<file path="src/rtl/mux_pkg.sv">
// Shared definitions for the round-robin stream multiplexer.
//   sel_w(n)      : width of a channel index, max(1, $clog2(n))
//   lock_state_e  : packet-lock FSM states (used only when packet lock is built in)
package mux_pkg;

    function automatic int sel_w(input int n);
        return ($clog2(n) > 1) ? $clog2(n) : 1;
    endfunction

    typedef enum logic {
        ARB  = 1'b0,
        LOCK = 1'b1
    } lock_state_e;

endpackage

</file>
<file path="src/rtl/rr_arbiter.sv">
// Combinational round-robin arbiter.
// Ports:
//   req [N-1:0]  : request vector
//   ptr [SW-1:0] : index of the last granted channel; search starts at ptr+1
//   gnt [N-1:0]  : one-hot grant (all zero when nothing requests)
//   idx [SW-1:0] : encoded index of the granted channel (0 when no grant)
module rr_arbiter
    import mux_pkg::*;
#(
    parameter  int N  = 4,
    localparam int SW = sel_w(N)
) (
    input  logic [N-1:0]  req,
    input  logic [SW-1:0] ptr,
    output logic [N-1:0]  gnt,
    output logic [SW-1:0] idx
);

    logic found;

    // The rotating search is split into two ascending passes: channels above
    // ptr first, then channels from 0 up to ptr. The first hit wins.
    always_comb begin
        // NOTE: every output of a combinational block gets a default before any
        // conditional code; otherwise an unassigned path infers a latch.
        gnt   = '0;
        idx   = '0;
        found = 1'b0;
        for (int i = 0; i < N; i++) begin
            if (!found && req[i] && (i > int'(ptr))) begin
                found  = 1'b1;
                gnt[i] = 1'b1;
                idx    = SW'(i);
            end
        end
        for (int i = 0; i < N; i++) begin
            if (!found && req[i] && (i <= int'(ptr))) begin
                found  = 1'b1;
                gnt[i] = 1'b1;
                idx    = SW'(i);
            end
        end
    end

endmodule

</file>
<file path="src/rtl/mux_rr_stream.sv">
// N-channel, W-bit valid/ready stream multiplexer with round-robin arbitration
// and a registered output stage (one beat per cycle, 1-cycle latency).
// Optional build macro: MUX_RR_PKT_LOCK_EN -- once a channel starts a packet
// it keeps the grant until its in_last beat is accepted.
// Ports:
//   clk, rst                : clock, synchronous active-high reset
//   in_valid/in_last [N]    : per-channel valid and end-of-packet
//   in_data [N*W]           : channel i at bits [i*W +: W]
//   in_ready [N]            : per-channel ready, at most one bit high
//   out_valid/out_data/out_last/out_sel : registered output beat and source index
//   out_ready               : sink ready
module mux_rr_stream
    import mux_pkg::*;
#(
    parameter  int N  = 4,
    parameter  int W  = 8,
    localparam int SW = sel_w(N)
) (
    input  logic            clk,
    input  logic            rst,
    input  logic [N-1:0]    in_valid,
    input  logic [N*W-1:0]  in_data,
    input  logic [N-1:0]    in_last,
    output logic [N-1:0]    in_ready,
    output logic            out_valid,
    output logic [W-1:0]    out_data,
    output logic            out_last,
    output logic [SW-1:0]   out_sel,
    input  logic            out_ready
);

    logic [SW-1:0] ptr;
    logic          ld;
    logic          take;
    logic          ptr_upd;
    logic [N-1:0]  req;
    logic [N-1:0]  gnt;
    logic [SW-1:0] gnt_idx;
    logic [W-1:0]  sel_data;
    logic          sel_last;

    // The output register can accept a new beat when empty or being drained.
    assign ld   = !out_valid || out_ready;
    assign take = ld && (|gnt);
    // Held low during reset so no producer sees a handshake that is discarded.
    assign in_ready = rst ? '0 : (gnt & {N{ld}});

    rr_arbiter #(.N(N)) u_arb (
        .req (req),
        .ptr (ptr),
        .gnt (gnt),
        .idx (gnt_idx)
    );

    // One-hot AND-OR mux; avoids a variable part-select on the flattened bus.
    always_comb begin
        sel_data = '0;
        sel_last = 1'b0;
        for (int i = 0; i < N; i++) begin
            if (gnt[i]) begin
                sel_data = sel_data | in_data[i*W +: W];
                sel_last = sel_last | in_last[i];
            end
        end
    end

`ifdef MUX_RR_PKT_LOCK_EN
    lock_state_e   state, state_d;
    logic [SW-1:0] lock_ch, lock_ch_d;

    // While locked, every channel except the packet owner is masked out.
    always_comb begin
        req = in_valid;
        if (state == LOCK) begin
            for (int i = 0; i < N; i++) begin
                if (SW'(i) != lock_ch) req[i] = 1'b0;
            end
        end
    end

    always_ff @(posedge clk) begin
        if (rst) begin
            state   <= ARB;
            lock_ch <= '0;
        end else begin
            state   <= state_d;
            lock_ch <= lock_ch_d;
        end
    end

    always_comb begin
        state_d   = state;
        lock_ch_d = lock_ch;
        case (state)
            ARB: begin
                if (take && !sel_last) begin
                    state_d   = LOCK;
                    lock_ch_d = gnt_idx;
                end
            end
            LOCK: begin
                if (take && sel_last) state_d = ARB;
            end
            default: state_d = ARB;
        endcase
    end

    // Fairness advances per packet, not per beat.
    assign ptr_upd = take && sel_last;
`else
    assign req     = in_valid;
    assign ptr_upd = take;
`endif

    always_ff @(posedge clk) begin
        // NOTE: sequential state uses non-blocking assignments so every
        // register samples pre-edge values regardless of statement order.
        if (rst) begin
            out_valid <= 1'b0;
            out_data  <= '0;
            out_last  <= 1'b0;
            out_sel   <= '0;
            ptr       <= SW'(N - 1);
        end else begin
            if (ld) begin
                if (take) begin
                    out_valid <= 1'b1;
                    out_data  <= sel_data;
                    out_last  <= sel_last;
                    out_sel   <= gnt_idx;
                end else begin
                    out_valid <= 1'b0;
                end
            end
            if (ptr_upd) ptr <= gnt_idx;
        end
    end

endmodule

</file>
<file path="config.mk">
export PLATFORM = sky130hd
export DESIGN_NAME = mux_rr_stream
export DESIGN_NICKNAME = d
export VERILOG_FILES = /design/src/rtl/mux_pkg.sv /design/src/rtl/rr_arbiter.sv /design/src/rtl/mux_rr_stream.sv
export SDC_FILE = /design/constraint.sdc
export NUM_CORES = 1
export LEC_CHECK = 0
export CAP_MARGIN = 30
export CORE_UTILIZATION = 34
export CTS_CLUSTER_DIAMETER = 80
export CTS_CLUSTER_SIZE = 10
export DETAILED_ROUTE_END_ITERATION = 6
export PLACE_DENSITY = 0.8
export SLEW_MARGIN = 20
export SYNTH_ARGS = -nofsm -noshare
export SYNTH_HDL_FRONTEND = slang
export SYNTH_SLANG_ARGS = --single-unit
</file>
<file path="constraint.sdc">
create_clock -name clk -period 2.1 [get_ports clk]
set_input_delay 0.525 -clock clk [delete_from_list [all_inputs] [get_ports clk]]
set_output_delay 0.525 -clock clk [all_outputs]
set_load 0.05 [all_outputs]
</file>
Word-level counts from Yosys, hierarchy flattened. Index checks and enable logic that the tools add are counted.

Latch bits: 0. Register bits: 14. Input bits: 43. RAM bits: 0. Bits in read-only memories: 0. Memories kept: 0.

Multiply operators: 0. Add/sub/neg operators: 0. Magnitude comparators: 6. Equal/unequal tests: 0. Divide/modulo/power cells: 0. Muxes and demuxes: 29. Bitwise logic cells: 7. Shifts and indexed selects: 0. Reductions and logical operators: 23.

Operator list (number): $mux W8 (4); $or A8 B8 Y8 (3); $mux W1 (18); $logic_and A1 B1 Y1 (13); $mux W2 (6); $logic_not A1 Y1 (7); $and A4 B4 Y4 (1); $gt A2 B2 Y1 const A (2); $le A2 B2 Y1 const A (2); $mux W4 (1); $reduce_or A4 Y1 (1); $or A1 B1 Y1 (3); $gt A1 B2 Y1 const A (1); $le A1 B2 Y1 const A (1); $reduce_and A2 Y1 (1); $logic_or A1 B1 Y1 (1).

Depth between registers and ports, before layout. Gate-level depths: netlist of run 1.

Depth after elaboration: 29. Depth in mapped cells: 7. Gate-level depth less buffers: 5.

Modules after synthesis. From an unflattened synthesis of run 1, not the netlist that was laid out.

Cells, all modules: 111. Area total of the unflattened synthesis: 950.9 um^2.

By module, submodules not included: mux_rr_stream (sequential area each 280.3 um^2, instances 1, cells an instance 78, area each 724.4 um^2); rr_arbiter (sequential area each 0.0 um^2, instances 1, cells an instance 33, area each 226.5 um^2).

Worst setup path before layout of run 1. Ideal clock, no wire load.

Kind: input port to output port. Start point: input in_valid[3]. End point: output in_ready[2]. Setup slack: -0.735 ns. Cell stages on the path: 5. Data required time: 1.575 ns. Arrival: 2.310 ns. Cells stage by stage: buf_2 a21oi_1 o221a_1 buf_6 nor3b_1.

Word-level cells in the longest chain between the ends: 16.

Ends and longest elaborated chain: start, declared (line mux_rr_stream.sv:21) `input logic [N-1:0] in_valid,`; $logic_and A1 B1 Y1 * (2 in a row) (line rr_arbiter.sv:30) `if (!found && req[i] && (i > int'(ptr))) begin`; $mux W1 * (line rr_arbiter.sv:30); $logic_not A1 Y1 (line rr_arbiter.sv:37) `if (!found && req[i] && (i <= int'(ptr))) begin`; $logic_and A1 B1 Y1 (line rr_arbiter.sv:37); $mux W1 * (line rr_arbiter.sv:37); $logic_not A1 Y1 (line rr_arbiter.sv:37); $logic_and A1 B1 Y1 (2 in a row) (line rr_arbiter.sv:37); $mux W1 * (line rr_arbiter.sv:37); $logic_not A1 Y1 * (line rr_arbiter.sv:37); $logic_and A1 B1 Y1 * (2 in a row) (line rr_arbiter.sv:37); $mux W1 * (line rr_arbiter.sv:37); $and A4 B4 Y4 * (line mux_rr_stream.sv:46) `assign in_ready = rst ? '0 : (gnt & {N{ld}});`; $mux W4 * (line mux_rr_stream.sv:46); end, declared (line mux_rr_stream.sv:24) `output logic [N-1:0] in_ready,`.

Every way passes the cells marked *; elsewhere a longest branch is shown, timed or not.

Final worst setup path of run 1.
Start point: input in_valid[1]. End point: output in_ready[2].

Word-level cells in the longest chain between the ends: 23. Elaborated cells on any way between the ends: 24. Classes of those cells: 8 x mux; 1 x bitwise; 15 x reduce/logical.

Ends and longest elaborated chain (line): $logic_and A1 B1 Y1 (rr_arbiter.sv:30); $mux W1 (rr_arbiter.sv:30); $logic_not A1 Y1 (rr_arbiter.sv:30); $logic_and A1 B1 Y1 (2 in a row) (rr_arbiter.sv:30); $mux W1 (rr_arbiter.sv:30); $logic_not A1 Y1 (rr_arbiter.sv:30); $logic_and A1 B1 Y1 (2 in a row) (rr_arbiter.sv:30); $mux W1 (rr_arbiter.sv:30); (+3 left out); $logic_not A1 Y1 (rr_arbiter.sv:37); $logic_and A1 B1 Y1 (2 in a row) (rr_arbiter.sv:37); $mux W1 (rr_arbiter.sv:37); $logic_not A1 Y1 (rr_arbiter.sv:37); $logic_and A1 B1 Y1 (2 in a row) (rr_arbiter.sv:37); $mux W1 * (rr_arbiter.sv:37); $and A4 B4 Y4 * (mux_rr_stream.sv:46); $mux W4 * (mux_rr_stream.sv:46).

Marks and branches as above.

==> results of run 1 <==
[cells by family (layout without fill, tap and decap cells)]
| family | Yosys count | in the layout | share of synthesized area (%) |
|---|---|---|---|
| buf+inv | 8 | 82 | 6.16 |
| flops | 14 | 14 | 34.5 |
| compound gates | 46 | 46 | 39.3 |
| simple gates | 31 | 31 | 20.0 |
[synth_stat cells, types with 2 or more instances]
cell type  number
nor2b_1         5
nand2b_1        4
buf_2           4
nor2_1         13
nand2_1         4
buf_6           2
o21ai_1         3
o21ai_0         2
a21oi_1        18
a222oi_1        9
dfxtp_1        14
a211oi_1        9
[worst max-delay path, cell delays in order]
cell and delay, ns:
clkdlybuf4s15_2 0.27, a21oi_2 0.18, o221a_1 0.22, nor3b_4 0.22, buf_12 0.16
[placed cells by master, fill, tap and decap left out, types with 2 or more instances in the layout]
master and count:
clkdlybuf4s50_1 49, buf_4 19, a21oi_1 17, dfxtp_1 13, nor2_1 12, a222oi_1 9
a211oi_1 9, nor2b_4 4, nand2_1 4, buf_12 4, clkbuf_4 3, nand2b_4 2
nand2b_1 2, o21ai_2 2, o21ai_1 2
[routing by layer]
metal / wire [um] / global-route usage, %
met5: 0 / 0
met1: 1310 / 28.3
met3: 193 / 4.76
met4: 55 / 9.72
met2: 1790 / 48.2
[worst min path at each step]
stage / end / depth (start not counted) / from / slack (ns)
3_5_place_dp: out_sel[1] / 2 / out_sel[1] / 0.45
3_3_place_gp: out_sel[0] / 2 / out_sel[0] / 0.45
6_report: out_sel[1] / 2 / out_sel[1] / 0.48
2_1_floorplan: ptr[1] / 2 / ptr[1] / 0.53
4_1_cts: out_sel[1] / 2 / out_sel[1] / 0.47
5_1_grt: out_sel[1] / 2 / out_sel[1] / 0.50
[through the flow]
step | util [%] | setup TNS, ns | hold slack [ns] | area, um2
3_5_place_dp | 69.5 | -3.87 | 0.451 | 1550
6_report | 74.7 | -0.00701 | 0.475 | 1670
4_1_cts | 73.1 | 0 | 0.468 | 1630
2_1_floorplan | - | -0.0663 | 0.530 | 846
3_3_place_gp | 69.5 | -2.81 | 0.448 | 1550
5_1_grt | 74.7 | -0.0624 | 0.502 | 1670
[timing repair]
action,4_1_cts,5_1_grt
pin swaps,2,4
buffers inserted,5,1
resized for setup,11,14
hold buffers,0,0
setup endpoints to repair,5,4
[where the power goes]
group	internal, mW	total [mW]	leakage [nW]	switching (mW)
logic	0.223	0.470	0.534	0.246
registers	0.297	0.323	0.116	0.0260
clock network	0.106	0.198	0.0210	0.0924
total	0.626	0.991	0.671	0.365
[flip-flops by register name, summed over array words and instances (netlist names)]
register and flops:
out_data 8, out_last 1, out_sel 2, out_valid 1
ptr 2
[final cells by class]
type / count / area [um2]
fillers: 172 / 564
flip-flops and latches: 14 / 282
repair buffers: 77 / 756
multi-input cells: 77 / 557
inverters: 1 / 3.75
clock buffers: 4 / 36.3
well taps: 28 / 35.0
==> key figures, run 1 <==
Global routing
  • Grt ovf: 0
  • Pin count of the biggest net entering global routing: 14
  • Total GRT Usage: 25.7%
  • First-pass GRT wire length: 4950 um
  • Initial antenna violation count: 0
  • Vias in the first global route: 1129

Floorplanning
  • CORE AREA: 2230 um2
  • Row count: 17
  • Initial core utilization: 36.4%
  • Die H: 50.9 um
  • Ports: 59
  • Die outline width: 50.9 um
  • DIE AREA: 2590 um2

Synthesis
  • Syn nets: 142
  • Async SR Flop Fraction: 0%
  • Most used DFF post-synth: dfxtp_1
  • Yosys top cell area share: 34.5%
  • Post-synth EDFFs: 0
  • Flops & latches, synth: 14
  • Syn Inst Count: 99
  • Synth cell types: 24
  • Avg Cell Area, Syn: 8.20 um2
  • Post-Syn Area: 812 um2
  • Dominant cell type by area after synthesis: dfxtp_1
  • Register area share after synthesis: 34.5%
  • Yosys warnings: 0
  • Area contributors post-synth: dfxtp_1 (35%), a21oi_1 (11%), a222oi_1 (11%), a211oi_1 (8.3%), nor2_1 (6.0%)

Placed design
  • Final GP Congestion: 0.845
  • IO Port Bufs: 58
  • Setup WS pre-CTS: -0.302 ns
  • Cells after DPL: 191
  • Post-DP HPWL: 2280 um

Setup path
  • Startpoint Class: input port
  • CP Class: in -> out
  • Worst-path maximum fanout: 7
  • Worst R2R Setup Slack: 0.44 ns
  • R2R depth: 5
  • Worst Path Required: 1.57 ns
  • Crit path capture type: output port
  • FF-to-FF Start: ptr[1]
  • Crit path to: in_ready[2]
  • Setup crit start: in_valid[1]
  • Worst R2R End: out_data[3]
  • WP data arrival: 1.58 ns

Finish
  • Share of cells above drive strength 1: 25.4%
  • Non-filler cells, final: 201
  • Diodes inserted: 0
  • Nets: 217
  • Area Overhead vs Synth: 106%

STA
  • Final setup violation count: 1
  • Worst Clk Skew: 0.00111 ns
  • Final worst path period share: 100%
  • Fin worst setup slack: -0.00701 ns
  • Slew @ Worst Pin: 0.707 ns
  • Fmax: 475 MHz
  • Post-layout minimum cycle time: 2.11 ns
  • Final hold vios: 0
  • Final Max Tran Viols: 0
  • Slew Limit Headroom: 52.7%

Drt
  • DR WL/cell: 16.7 um
  • Residual DRC count: 0
  • Via/cell ratio: 5.65
  • Drt pass-1 iters: 4
  • Vias post-DR: 1135
  • Post-route ant nets: 0
  • DR iter-0 viols: 43
  • Final WL: 3350 um

Clocking
  • CTS Sinks: 14
  • H-tree depth: 1
  • Worst-skew pair later-pin latency: 0.29 ns
  • CTS clk-pin slew, worst paths: 0.08 ns
  • CTS Buf Count: 3
  • Clock Root Buffer: clkbuf_4
  • CTS tree: yes
  • CTS Buffer Depth: 2

Worst hold path
  • Hold/Removal Path Class: reg -> reg

Power
  • Total Power: 0.991 mW
  • Peak VDD IR: 0.572 mV
  • Pwr Density: 593 nW/um2
  • LEAKAGE: 0.671 nW

Job
  • Maximum Capacitance Violations: 0

Outcome
  • Status: finished with violations
  • Failing checks: setup timing
(Power assumes the default switching activity.)
==> inputs of run 2 (changes only) <==
--- a/config.mk
+++ b/config.mk
@@ -6,11 +6,13 @@
 export NUM_CORES = 1
 export LEC_CHECK = 0
 export CAP_MARGIN = 30
-export CORE_UTILIZATION = 34
+export CELL_PAD_IN_SITES_DETAIL_PLACEMENT = 1
+export CELL_PAD_IN_SITES_GLOBAL_PLACEMENT = 1
+export CORE_UTILIZATION = 22
 export CTS_CLUSTER_DIAMETER = 80
 export CTS_CLUSTER_SIZE = 10
 export DETAILED_ROUTE_END_ITERATION = 6
-export PLACE_DENSITY = 0.8
+export PLACE_DENSITY_LB_ADDON = 0.1
 export SLEW_MARGIN = 20
 export SYNTH_ARGS = -nofsm -noshare
 export SYNTH_HDL_FRONTEND = slang
==> run 2 against run 1 <==
- the run now ends clean
- global-route usage is 7.6 points lower
- non-clock buffer count down 4
- via count fell by 4.1%
- first-iteration DRC count increased by 28%
- register-to-register slack gained 0.04 ns
- sequential power about the same
- largest cell class unchanged
- largest power group unchanged
==> key figures, run 2 (synthesis gave the netlist of run 1 again) <==
Drt
  • DR iter-0 viols: 55
  • Met3 wire len: 189 um
  • DRT met1 WL: 1530 um
  • Vias post-DR: 1088
  • Drt pass-1 iters: 6
  • Final WL: 3380 um
  • Via/cell ratio: 5.08
  • DR WL/cell: 15.8 um
  • Residual DRC count: 0
  • Routed length on met2: 1640 um
  • Post-route ant nets: 0
  • Highest metal used: met4

Placed design
  • Post-DP HPWL: 2570 um
  • IO Port Bufs: 58
  • Cells after DPL: 211
  • Placed cell area: 1590 um2
  • Final GP Congestion: 0.760

Clocking
  • CTS tree: yes
  • CTS clk-pin slew, worst paths: 0.06 ns
  • Worst-skew pair later-pin latency: 0.24 ns
  • Clock Root Buffer: clkbuf_8
  • Hold-fix buffers, CTS: 0
  • CTS Buf Count: 3
  • H-tree depth: 1
  • CTS Buffer Depth: 2
  • Postcts setup bufs: 0
  • CTS Sinks: 14

STA
  • Final hold vios: 0
  • Slew @ Worst Pin: 0.685 ns
  • Slew Limit Headroom: 54.2%
  • Setup TNS: 0 ns
  • Fmax: 488 MHz
  • Final Max Tran Viols: 0
  • Worst Clk Skew: 0.000763 ns
  • RSZ-0062 raised after global routing: yes
  • Hold Slack: 0.471 ns
  • Post-layout minimum cycle time: 2.05 ns
  • Final setup violation count: 0
  • Final worst path period share: 97.6%

Finish
  • Max reg flops: 8
  • Nets: 213
  • Top Registers: out_data (8), out_sel (2), ptr (2)
  • Share of cells above drive strength 1: 24.4%
  • Fillers: 402
  • Most frequent cells in the layout: clkdlybuf4s50_1 (49), a21oi_1 (16), buf_4 (15), dfxtp_1 (13), nor2_1 (11)
  • Diodes inserted: 0
  • Area Overhead vs Synth: 104%
  • Commonest non-fill, non-tap cell in the layout: clkdlybuf4s50_1
  • Seq. cell area: 282 um2
  • Multi-input logic area: 549 um2
  • Non-filler cells, final: 214
  • Top reg by flops: out_data
  • Post-route cell area: 1660 um2

Floorplanning
  • Ports: 59
  • Row count: 21
  • CORE AREA: 3440 um2
  • Die outline width: 62.8 um
  • Die H: 62.8 um
  • Initial core utilization: 23.6%
  • DIE AREA: 3940 um2

Setup path
  • Worst R2R End: out_data[7]
  • FF-to-FF Start: ptr[1]
  • Startpoint Class: input port
  • Worst-path maximum fanout: 3
  • Crit-path slowest cell: clkdlybuf4s50_1
  • R2R depth: 5
  • Critical Path Max Stage Delay: 0.48 ns
  • CP cell instances: clkdlybuf4s50_1, nand2b_4, nand2b_4, nor2b_4, buf_12
  • Worst Path Required: 1.57 ns
  • Delay-heaviest family, CP: buffers and inverters
  • Worst R2R Setup Slack: 0.48 ns
  • Crit path capture type: output port
  • Critical Path Most Common Cell: nand2b_4
  • WP data arrival: 1.52 ns
  • CP Class: in -> out
  • CP Buf/Inv Count: 2

Global routing
  • Initial antenna violation count: 0
  • First-pass GRT wire length: 5530 um
  • Pin count of the biggest net entering global routing: 14
  • Grt ovf: 0
  • Total GRT Usage: 18.2%
  • Vias in the first global route: 1124

Power
  • Pwr Density: 605 nW/um2
  • Peak VDD IR: 0.268 mV
  • LEAKAGE: 0.643 nW
  • Total Power: 1.00 mW

Job
  • Maximum Capacitance Violations: 0

Worst hold path
  • Min-delay src: out_sel[1]
  • Worst Hold Endpoint: out_sel[1]
  • Hold Path Stages: 2
  • Hold/Removal Path Class: reg -> reg

Outcome
  • Status: complete, no violations
-- run 2: how the worst max path moves through the flow --
stage | from | endpoint | cells after the start
after floorplan | in_valid[3] | in_ready[2] | 5
after global placement | in_valid[3] | out_data[5] | 7
after detailed placement | in_valid[3] | out_data[7] | 7
after CTS | in_valid[0] | in_ready[2] | 5
after global routing | in_valid[1] | in_ready[2] | 5
final | out_ready | in_ready[0] | 5
-- run 2: cell type report --
cell class / count / area share (%)
repair buffers: 73 / 43.6
multi-input cells: 77 / 33.2
flip-flops and latches: 14 / 17.0
well taps: 46 / 3.48
clock buffers: 3 / 2.49
inverters: 1 / 0.227
-- run 2: per-layer routing --
layer	track usage, %	vias up
met5	0	-
met4	3.49	0
met3	5.29	2
met2	31.4	42
met1	22.2	518
li1	-	526
-- run 2: per-stage QoR --
step	utilization, %	setup WS, ns
global placement	46.2	-0.294
global route	48.1	-0.00448
finish	48.1	0.0514
floorplan	-	-0.0663
detailed placement	46.2	-0.397
CTS	48.1	0.000736
-- run 2: tightest hold or removal path: cells and delay by family, from the launching register on --
kind            cells  cell delay (ns)
compound gates      1             0.06
flops               1             0.31
simple gates        1             0.05
-- run 2: where the power goes --
group / switching [mW] / leakage (nW) / total [mW] / internal [mW]
registers: 0.0255 / 0.116 / 0.323 / 0.298
clock network: 0.0910 / 0.0216 / 0.218 / 0.127
logic: 0.244 / 0.505 / 0.460 / 0.216
-- run 2: timing repair --
| action | 4_1_cts | 5_1_grt |
|---|---|---|
| resized for setup | 15 | 12 |
| pin swaps | 2 | 4 |
| endpoints found under the setup margin | 13 | 4 |
